$ cat config.mk
export PLATFORM = sky130hd
export DESIGN_NAME = mem_access_ctrl
export DESIGN_NICKNAME = d
export VERILOG_FILES = /design/src/rtl/mem_access_ctrl_pkg.sv /design/src/rtl/mem_access_ctrl.sv
export SDC_FILE = /design/constraint.sdc
export NUM_CORES = 1
export LEC_CHECK = 0
export CORE_MARGIN = 1
export CORE_UTILIZATION = 39
export CTS_CLUSTER_SIZE = 40
export DETAILED_ROUTE_END_ITERATION = 16
export GPL_TIMING_DRIVEN = 0
export PLACE_DENSITY = 0.7
export SLEW_MARGIN = 20
export SYNTH_ARGS = -nofsm -noshare
export SYNTH_HDL_FRONTEND = slang
export SYNTH_SLANG_ARGS = --single-unit
$ cat constraint.sdc
create_clock -name clock -period 5.2 [get_ports clock]
set_input_delay 1.04 -clock clock [delete_from_list [all_inputs] [get_ports clock]]
set_output_delay 1.04 -clock clock [all_outputs]
set_load 0.01 [all_outputs]
$ cat src/rtl/mem_access_ctrl_pkg.sv
// Shared constants for the data-memory initiator: op codes, mux selects, FSM states.
// Latency: n/a (declarations only).
// Backpressure: n/a.
package mem_access_ctrl_pkg;

    localparam int unsigned MEM_DEPTH_DEF   = 256;
    localparam int unsigned STACK_TOP_DEF   = 255;
    localparam int unsigned STACK_LIMIT_DEF = 192;

    // Request op encodings; 5-7 are illegal and rejected at accept.
    localparam logic [2:0] OP_LOAD    = 3'd0;
    localparam logic [2:0] OP_STORE   = 3'd1;
    localparam logic [2:0] OP_PUSH_RF = 3'd2;
    localparam logic [2:0] OP_PUSH_PC = 3'd3;
    localparam logic [2:0] OP_POP     = 3'd4;

    // dataMemory address-source select (stack_mem).
    localparam logic MEM_STORE    = 1'b0;
    localparam logic STACK_STORE  = 1'b1;
    // dataMemory write-data source select (address_data).
    localparam logic ADDR_DATA_RF = 1'b0;
    localparam logic ADDR_DATA_PC = 1'b1;

    typedef enum logic [2:0] {
        ST_IDLE   = 3'd0,
        ST_PRIME  = 3'd1,
        ST_SETUP  = 3'd2,
        ST_ACCESS = 3'd3,
        ST_WAIT   = 3'd4,
        ST_RESP   = 3'd5
    } state_t;

    function automatic logic op_is_read(input logic [2:0] op);
        return (op == OP_LOAD) || (op == OP_POP);
    endfunction

    function automatic logic op_is_push(input logic [2:0] op);
        return (op == OP_PUSH_RF) || (op == OP_PUSH_PC);
    endfunction

    // Address source the access must finally present to dataMemory.
    function automatic logic tgt_stack_sel(input logic [2:0] op);
        return (op_is_push(op) || (op == OP_POP)) ? STACK_STORE : MEM_STORE;
    endfunction

    // Write-data source the access must finally present to dataMemory.
    function automatic logic tgt_data_sel(input logic [2:0] op);
        return (op == OP_PUSH_PC) ? ADDR_DATA_PC : ADDR_DATA_RF;
    endfunction

endpackage

$ cat src/rtl/mem_access_ctrl.sv
// Single-outstanding load/store/push/pop initiator for dataMemory; owns the stack pointer.
// Latency: response 4 cycles after accept for writes, 5 for reads, 1 for rejected requests.
// Backpressure: req_ready only in IDLE (requests while busy are dropped); no response backpressure.
module mem_access_ctrl
    import mem_access_ctrl_pkg::*;
#(
    parameter int unsigned MEM_DEPTH   = MEM_DEPTH_DEF,
    parameter int unsigned STACK_TOP   = STACK_TOP_DEF,
    parameter int unsigned STACK_LIMIT = STACK_LIMIT_DEF
) (
    input  logic        clock,
    input  logic        reset,
    input  logic        req_valid,
    output logic        req_ready,
    input  logic [2:0]  req_op,
    input  logic [31:0] req_addr,
    input  logic [31:0] req_wdata,
    input  logic [31:0] req_pc,
    output logic        resp_valid,
    output logic [31:0] resp_rdata,
    output logic        resp_err,
    output logic [31:0] sp_out,
    output logic        mem_EN,
    output logic        mem_ENR,
    output logic        mem_ENW,
    output logic        mem_stack_mem,
    output logic        mem_address_data,
    output logic [31:0] mem_ALUaddress,
    output logic [31:0] mem_stackPointer,
    output logic [31:0] mem_regData,
    output logic [31:0] mem_addData,
    input  logic [31:0] mem_dataOut
);

    state_t      state_q, state_d;
    logic [2:0]  op_q, op_d;
    logic [31:0] sp_d;
    logic        ready_d, en_d, enr_d, enw_d, sm_d, ad_d, rv_d, err_d;
    logic [31:0] alu_d, spb_d, reg_d, add_d, rdata_d;
    logic        acc_err;

    // Reject check on the request currently offered, using the live stack pointer.
    always_comb begin
        acc_err = 1'b0;
        case (req_op)
            OP_LOAD, OP_STORE:     acc_err = (req_addr >= 32'(MEM_DEPTH));
            OP_PUSH_RF, OP_PUSH_PC: acc_err = (sp_out < 32'(STACK_LIMIT));
            OP_POP:                acc_err = (sp_out == 32'(STACK_TOP));
            default:               acc_err = 1'b1;
        endcase
    end

    // Next state plus next value of every registered output. The selects are driven
    // to their complement in PRIME so dataMemory sees a change when SETUP restores them.
    always_comb begin
        state_d = state_q;
        op_d    = op_q;
        sp_d    = sp_out;
        en_d    = 1'b0;
        enr_d   = 1'b0;
        enw_d   = 1'b0;
        sm_d    = mem_stack_mem;
        ad_d    = mem_address_data;
        alu_d   = mem_ALUaddress;
        spb_d   = mem_stackPointer;
        reg_d   = mem_regData;
        add_d   = mem_addData;
        rv_d    = 1'b0;
        err_d   = 1'b0;
        rdata_d = resp_rdata;
        case (state_q)
            ST_IDLE: begin
                if (req_valid && req_ready) begin
                    op_d = req_op;
                    if (acc_err) begin
                        state_d = ST_RESP;
                        rv_d    = 1'b1;
                        err_d   = 1'b1;
                    end else begin
                        state_d = ST_PRIME;
                        en_d    = 1'b1;
                        sm_d    = ~tgt_stack_sel(req_op);
                        ad_d    = ~tgt_data_sel(req_op);
                        alu_d   = req_addr;
                        spb_d   = (req_op == OP_POP) ? sp_out + 32'd1 : sp_out;
                        reg_d   = req_wdata;
                        add_d   = req_pc;
                    end
                end
            end
            ST_PRIME: begin
                state_d = ST_SETUP;
                en_d    = 1'b1;
                sm_d    = tgt_stack_sel(op_q);
                ad_d    = tgt_data_sel(op_q);
            end
            ST_SETUP: begin
                state_d = ST_ACCESS;
                en_d    = 1'b1;
                enr_d   = op_is_read(op_q);
                enw_d   = ~op_is_read(op_q);
            end
            ST_ACCESS: begin
                if (op_is_push(op_q)) begin
                    sp_d = sp_out - 32'd1;
                end else if (op_q == OP_POP) begin
                    sp_d = sp_out + 32'd1;
                end
                if (op_is_read(op_q)) begin
                    state_d = ST_WAIT;
                end else begin
                    state_d = ST_RESP;
                    rv_d    = 1'b1;
                end
            end
            ST_WAIT: begin
                state_d = ST_RESP;
                rv_d    = 1'b1;
                rdata_d = mem_dataOut;
            end
            ST_RESP: state_d = ST_IDLE;
            default: state_d = ST_IDLE;
        endcase
        ready_d = (state_d == ST_IDLE);
    end

    // State, stack pointer and all outputs registered together; reset aborts any access.
    always_ff @(posedge clock or negedge reset) begin
        if (!reset) begin
            state_q          <= ST_IDLE;
            op_q             <= OP_LOAD;
            sp_out           <= 32'(STACK_TOP);
            req_ready        <= 1'b1;
            mem_EN           <= 1'b0;
            mem_ENR          <= 1'b0;
            mem_ENW          <= 1'b0;
            mem_stack_mem    <= MEM_STORE;
            mem_address_data <= ADDR_DATA_RF;
            mem_ALUaddress   <= '0;
            mem_stackPointer <= '0;
            mem_regData      <= '0;
            mem_addData      <= '0;
            resp_valid       <= 1'b0;
            resp_err         <= 1'b0;
            resp_rdata       <= '0;
        end else begin
            state_q          <= state_d;
            op_q             <= op_d;
            sp_out           <= sp_d;
            req_ready        <= ready_d;
            mem_EN           <= en_d;
            mem_ENR          <= enr_d;
            mem_ENW          <= enw_d;
            mem_stack_mem    <= sm_d;
            mem_address_data <= ad_d;
            mem_ALUaddress   <= alu_d;
            mem_stackPointer <= spb_d;
            mem_regData      <= reg_d;
            mem_addData      <= add_d;
            resp_valid       <= rv_d;
            resp_err         <= err_d;
            resp_rdata       <= rdata_d;
        end
    end

endmodule

==> out/metrics.yaml, run 1 <==
status: "completed"
netlist_instances: 730
core_region_area_um2: 24500
cts_tree: "built"
insertion_delay_ps: 520
layout.filler_cells: 1940
post_synth_num_cell_types: 54
tightest_slew_ps: 943
total_area_of_multi_input_combinational_cells_um2: 4180
gr-total-overflow: 0
async_reset_ff_frac: 1.00
worstReg2RegStart: "sp_out[19]"
cts.clk_slew.worst_paths_ps: 50
p_leak_nw: 6.39
r2r_setup_slack_ps: 2040
grtUsageTotal: 0.222
syn2layout_area_growth_pct: 47.2
reg2reg_capture_point: "mem_ALUaddress[15]"
post_detailed_placement_half_perimeter_wirelength_um: 21600
fin_skew_ps: 20.8
synthesis_stage_register_bit_count: 206
max_cap_viol_count: 0
critPathRequiredTime_ps: 5590
row_count: 57
floorplan.initialDensity: 0.399
cts_bufs_inserted: 25
critPathKind: "primary input to flip-flop"
floorplan.io_pins: 334
final-seq-area_um2: 5170
clock_sinks: 206
slew-limit-headroom: 0.371
power_density_nw_per_um2: 572
dp_worst_setup_slack_ps: 1320
cts_max_level: 1
cp_data_arrival_time_ps: 3840
buffers_inserted_during_post_cts_setup_optimization: 0
cts-resized-gates: 0
critPathCaptureType: "flip-flop"
maxSlewViolCount: 0
cell_with_the_most_instances_after_synthesis: "sky130_fd_sc_hd__dfrtp_1"
netlist.top_cell.by_area: "sky130_fd_sc_hd__dfrtp_1"
total_number_of_nets_in_the_final_design: 1229
final.period_utilization: 0.664
post_drt_via_cell_ratio: 5.04
wl_um: 28700
postSynth.topFlopCell: "sky130_fd_sc_hd__dfrtp_1"
final_hold_viol_count: 0
synth_area_leaders: "sky130_fd_sc_hd__dfrtp_1 (51%), sky130_fd_sc_hd__mux2_4 (15%), sky130_fd_sc_hd__mux2_2 (6.3%)"
dieArea_um2: 25700
synth_enable_flop_cells: 0
grt_first_pass_wirelength_um: 44200
drc: 0
ctsLongestPathBuffers: 3
netlist_top_cells_count: "sky130_fd_sc_hd__dfrtp_1 (197), sky130_fd_sc_hd__mux2_4 (100), sky130_fd_sc_hd__mux2_2 (55)"
route.vias.total: 7238
fmaxAchievable_mhz: 290
drt_pass1_iterations: 5
yosys.area.top_type_share: 0.505
hold_buffers: 0
finalCriticalPeriod_ps: 3450
crit_path_start: "req_addr[31]"
postLayoutCoreUtil: 0.587
synth.yosys.seq_area_share: 0.529
die-width_um: 160
startpoint_type: "primary input"
antenna_violating_nets_post_route: 0
placedCellCount: 1390
initialDrtViolationCount: 409
die_height_um: 160
layout-drive-gt1-share: 0.210
number_of_global_route_vias_before_repair: 7452
finish.cell_count_without_fillers: 1436
setup_slack_ps: 1750
worst_hold_path_type: "primary input to asynchronous set/reset pin"
synth.yosys.warnings: 0
routabilityCongestion: 0.893
critical_path_peak_fanout: 10
finalSetupViolCount: 0
io_buffer_count: 333
endpoint: "mem_ALUaddress[2]"
wl_per_cell_um: 20.0
rsz0062_at_grt: "false"
holdWs_ps: 399
cts-root-buf: "sky130_fd_sc_hd__clkbuf_16"
mappedNetlistArea_um2: 9760
rr_worst_depth: 8
mappedNetlistNets: 866
grt_max_degree: 93
syn-mean-instance-area_um2: 13.4
antenna_violations_before_repair: 3
peakVddDrop_mv: 0.315
per-stage QoR:
step,TNS (ps),total power [mW],area [um2]
after detailed placement,0,6.57,13600
after global placement,-1195060,6.51,13500
after CTS,0,8.30,14400
after global routing,0,8.66,14400
final,0,8.22,14400
after floorplan,0,4.60,9760
critical path: stages:
cell	delay [ps]
sky130_fd_sc_hd__clkdlybuf4s50_1	500
sky130_fd_sc_hd__nor4_1	590
sky130_fd_sc_hd__nand4_1	280
sky130_fd_sc_hd__o21ai_0	470
sky130_fd_sc_hd__nand3_2	250
sky130_fd_sc_hd__buf_12	240
sky130_fd_sc_hd__buf_12	160
sky130_fd_sc_hd__mux2_4	300
where the power goes:
group / internal (mW) / leakage [nW] / switching, mW
clock: 1.00 / 0.389 / 0.664
sequential: 2.34 / 2.60 / 0.436
combinational: 2.26 / 3.41 / 1.52
total: 5.60 / 6.39 / 2.62
layer usage:
layer | GRT usage | up-vias | routed length [um]
li1 | - | 3348 | -
met1 | 0.271 | 3583 | 11700
met2 | 0.392 | 267 | 14500
met3 | 0.0491 | 38 | 1890
met4 | 0.0597 | 2 | 601
met5 | 0 | - | 13
kinds of logic (layout without fill, tap and decap cells):
family                   count (synthesis)  count (layout)  synth area share
AO/OA/AOI/OAI                           53              53            0.0342
adder cells (fa/ha/maj)                  2               2           0.00256
multiplexers                           165             165             0.229
flip-flops                             206             206             0.529
XOR/XNOR                                63              63            0.0565
buffers and inverters                   57             437            0.0431
AND/OR/NAND/NOR                        184             184             0.105
other                                    0               2                 0
placed cells by master, fill, tap and decap left out, types with 3 or more instances in the layout:
master                            count
sky130_fd_sc_hd__clkbuf_16           25
sky130_fd_sc_hd__o22ai_1              4
sky130_fd_sc_hd__and4_1               7
sky130_fd_sc_hd__or4_1                3
sky130_fd_sc_hd__nand3_1             19
sky130_fd_sc_hd__nand2_1             33
sky130_fd_sc_hd__a21oi_1             18
sky130_fd_sc_hd__nor2_1              27
sky130_fd_sc_hd__nor2b_1              3
sky130_fd_sc_hd__nor4_1              18
sky130_fd_sc_hd__o21ai_0             11
sky130_fd_sc_hd__nand4_1             17
sky130_fd_sc_hd__a22oi_1              3
sky130_fd_sc_hd__mux2_1               9
sky130_fd_sc_hd__clkbuf_1            36
sky130_fd_sc_hd__or2_2                3
sky130_fd_sc_hd__dfrtp_1            197
sky130_fd_sc_hd__xor2_1              27
sky130_fd_sc_hd__nor3_1              14
sky130_fd_sc_hd__mux2_4             100
sky130_fd_sc_hd__xnor2_1             36
sky130_fd_sc_hd__mux2_2              55
sky130_fd_sc_hd__nand2b_1             3
sky130_fd_sc_hd__dfstp_2              9
sky130_fd_sc_hd__inv_1                7
sky130_fd_sc_hd__clkbuf_8             5
sky130_fd_sc_hd__clkinv_2             4
sky130_fd_sc_hd__buf_12              11
sky130_fd_sc_hd__or3_1                6
sky130_fd_sc_hd__clkdlybuf4s50_1    332
sky130_fd_sc_hd__buf_6                3
sky130_fd_sc_hd__and2_1               4
sky130_fd_sc_hd__buf_1                4
sky130_fd_sc_hd__and3_1              10
sky130_fd_sc_hd__nand4b_1             4
sky130_fd_sc_hd__o32ai_1              5
state kept, by name, indices dropped and copies added, names as in the netlist, 3 cells and up:
name              cells
mem_ALUaddress       32
mem_addData          32
mem_regData          32
mem_stackPointer     32
op_q                  3
resp_rdata           32
sp_out               32
state_q               3
worst min-delay path by stage:
stage                              startpoint                   end  depth (start not counted)
final                                   reset  mem_stackPointer[18]                          1
after floorplan                       op_q[0]               mem_ENR                          1
after CTS                               reset  mem_stackPointer[20]                          1
after global placement    mem_stackPointer[1]   mem_stackPointer[1]                          1
after global routing                    reset  mem_stackPointer[18]                          1
after detailed placement      mem_regData[30]       mem_regData[30]                          1
final cells by class:
class / instances / area share
clock inverter: 8 / 0.00523
clock buffer: 36 / 0.0499
tap: 324 / 0.0282
timing repair buffer: 336 / 0.237
multi-input combinational: 467 / 0.291
inverter: 7 / 0.00183
sequential: 206 / 0.360
antenna: 2 / 0.000348
buffer: 50 / 0.0274
(Power assumes the default switching activity.)
==> run 2, diff against run 1 <==
--- a/config.mk
+++ b/config.mk
@@ -10,7 +10,7 @@
 export CTS_CLUSTER_SIZE = 40
 export DETAILED_ROUTE_END_ITERATION = 16
 export GPL_TIMING_DRIVEN = 0
-export PLACE_DENSITY = 0.7
+export PLACE_DENSITY = 0.73
 export SLEW_MARGIN = 20
 export SYNTH_ARGS = -nofsm -noshare
 export SYNTH_HDL_FRONTEND = slang
==> constraint.sdc (replaced) <==
create_clock -name clock -period 2.9 [get_ports clock]
set_input_delay 0.58 -clock clock [delete_from_list [all_inputs] [get_ports clock]]
set_output_delay 0.58 -clock clock [all_outputs]
set_load 0.01 [all_outputs]
==> out/metrics.yaml, run 2 (synthesized netlist as in run 1, its figures left out) <==
status: "completed"
floorplan.io_pins: 334
drt_pass1_iterations: 4
cts_tree: "built"
grtUsageMet1: 0.278
placedInstanceArea_um2: 13600
post_detailed_placement_half_perimeter_wirelength_um: 21700
cts_bufs_inserted: 24
hold_buffers: 0
fin_skew_ps: 6.80
routabilityCongestion: 0.881
mostFrequentLayoutCell: "sky130_fd_sc_hd__clkdlybuf4s50_1"
final_hold_viol_count: 0
finalSetupViolCount: 0
antenna_violations_before_repair: 2
cp_data_arrival_time_ps: 3240
die_height_um: 160
row_count: 57
wl_per_cell_um: 20.4
tightest_slew_ps: 791
wl_um: 29700
fin_tns_setup_ps: 0
total_number_of_nets_in_the_final_design: 1245
finalCriticalPeriod_ps: 2850
die-width_um: 160
grt.met2_usage: 0.414
post_drt_via_cell_ratio: 5.06
peakVddDrop_mv: 0.492
p_leak_nw: 6.66
ctsLongestPathBuffers: 3
postLayoutCoreUtil: 0.609
drc: 0
critPathRequiredTime_ps: 3290
cts-root-buf: "sky130_fd_sc_hd__clkbuf_16"
slew-limit-headroom: 0.466
insertion_delay_ps: 510
io_buffer_count: 333
worst_hold_path_type: "primary input to asynchronous set/reset pin"
post-route-cell-area_um2: 14900
grt.busiest_layer: "met2"
route.vias.total: 7345
cts_max_level: 1
initialDrtViolationCount: 341
power_density_nw_per_um2: 1030
clock_sinks: 206
critPathKind: "flip-flop to flip-flop"
core_region_area_um2: 24500
gr-total-overflow: 0
maxSlewViolCount: 0
layout.filler_cells: 1935
critPathCaptureType: "flip-flop"
layout.cells.most_common_list: "sky130_fd_sc_hd__clkdlybuf4s50_1 (332), sky130_fd_sc_hd__dfrtp_1 (194), sky130_fd_sc_hd__mux2_4 (100), sky130_fd_sc_hd__mux2_2 (55), sky130_fd_sc_hd__xnor2_1 (36)"
gr_layer_usage_met3: 0.0444
critical_path_peak_fanout: 5
rsz0062_at_grt: "true"
max_cap_viol_count: 0
fmaxAchievable_mhz: 351
total_area_of_multi_input_combinational_cells_um2: 4280
floorplan.initialDensity: 0.399
startpoint_type: "flip-flop"
number_of_global_route_vias_before_repair: 7599
dieArea_um2: 25700
final.period_utilization: 0.982
cts.clk_slew.worst_paths_ps: 60
layout-drive-gt1-share: 0.243
grt_max_degree: 81
antenna_violating_nets_post_route: 0
syn2layout_area_growth_pct: 52.7
grtUsageTotal: 0.229
grt_first_pass_wirelength_um: 45700
final-seq-area_um2: 5170
==> run 2: metal layers <==
layer	wire length, um	part of all wire	vias up
met4	632	0.021	0
met3	1810	0.061	44
met2	15200	0.51	263
li1	-	-	3385
met1	12000	0.40	3653
met5	0	0	-
==> run 2: critical path, cell delays in order, from the launching register on <==
cell and delay, ps:
sky130_fd_sc_hd__dfrtp_2 400, sky130_fd_sc_hd__or4_4 530, sky130_fd_sc_hd__buf_6 130, sky130_fd_sc_hd__or2_4 220, sky130_fd_sc_hd__or4b_4 510, sky130_fd_sc_hd__nand3_4 120
sky130_fd_sc_hd__buf_12 110, sky130_fd_sc_hd__buf_12 120, sky130_fd_sc_hd__buf_12 140, sky130_fd_sc_hd__clkbuf_16 150, sky130_fd_sc_hd__mux2_4 300
==> run 2: cell type report <==
class | count | share of cell area
flip-flops and latches | 206 | 0.347
plain buffers | 38 | 0.0226
well taps | 324 | 0.0272
clock buffers | 33 | 0.0453
multi-input cells | 467 | 0.287
repair buffers | 365 | 0.258
diodes | 2 | 0.000336
inverters | 7 | 0.00176
clock inverters | 10 | 0.0103
==> run 2: worst paths after layout <==
path / from / end / slack [ps] / depth (start not counted)
max reg2reg: sp_out[11] / mem_addData[11] / 50 / 10
min reg2reg: mem_stackPointer[1] / mem_stackPointer[1] / 490 / 1
min: reset / mem_stackPointer[18] / 6 / 1
min in group clock: mem_stackPointer[1] / mem_stackPointer[1] / 490 / 1
max in group asynchronous: reset / mem_ALUaddress[27] / 2130 / 2
max: sp_out[11] / mem_addData[11] / 50 / 10
==> run 2: timing repair <==
item                                   4_1_cts  5_1_grt
gates cloned                                 5        1
gates resized for setup                     26        7
buffers inserted                            23        3
endpoints found under the hold margin        0        0
pin swaps                                    4        3
setup endpoints to repair                  136      107
==> run 2: power by group <==
group	switching [mW]	total, mW	internal (mW)
clock	1.17	3.15	1.98
sequential	0.929	5.12	4.20
combinational	2.71	7.03	4.32
total	4.81	15.3	10.5
==> run 2: metrics by stage <==
step	hold WS (ps)	power, mW	setup slack [ps]	cells
6_report	5.79	15.3	51.8	1452
5_1_grt	16.0	16.1	-4.00	1451
4_1_cts	2.13	15.3	4.66	1449
3_5_place_dp	481	11.8	-549	1390
3_3_place_gp	475	11.7	-7690	1387
2_1_floorplan	284	8.26	109	730
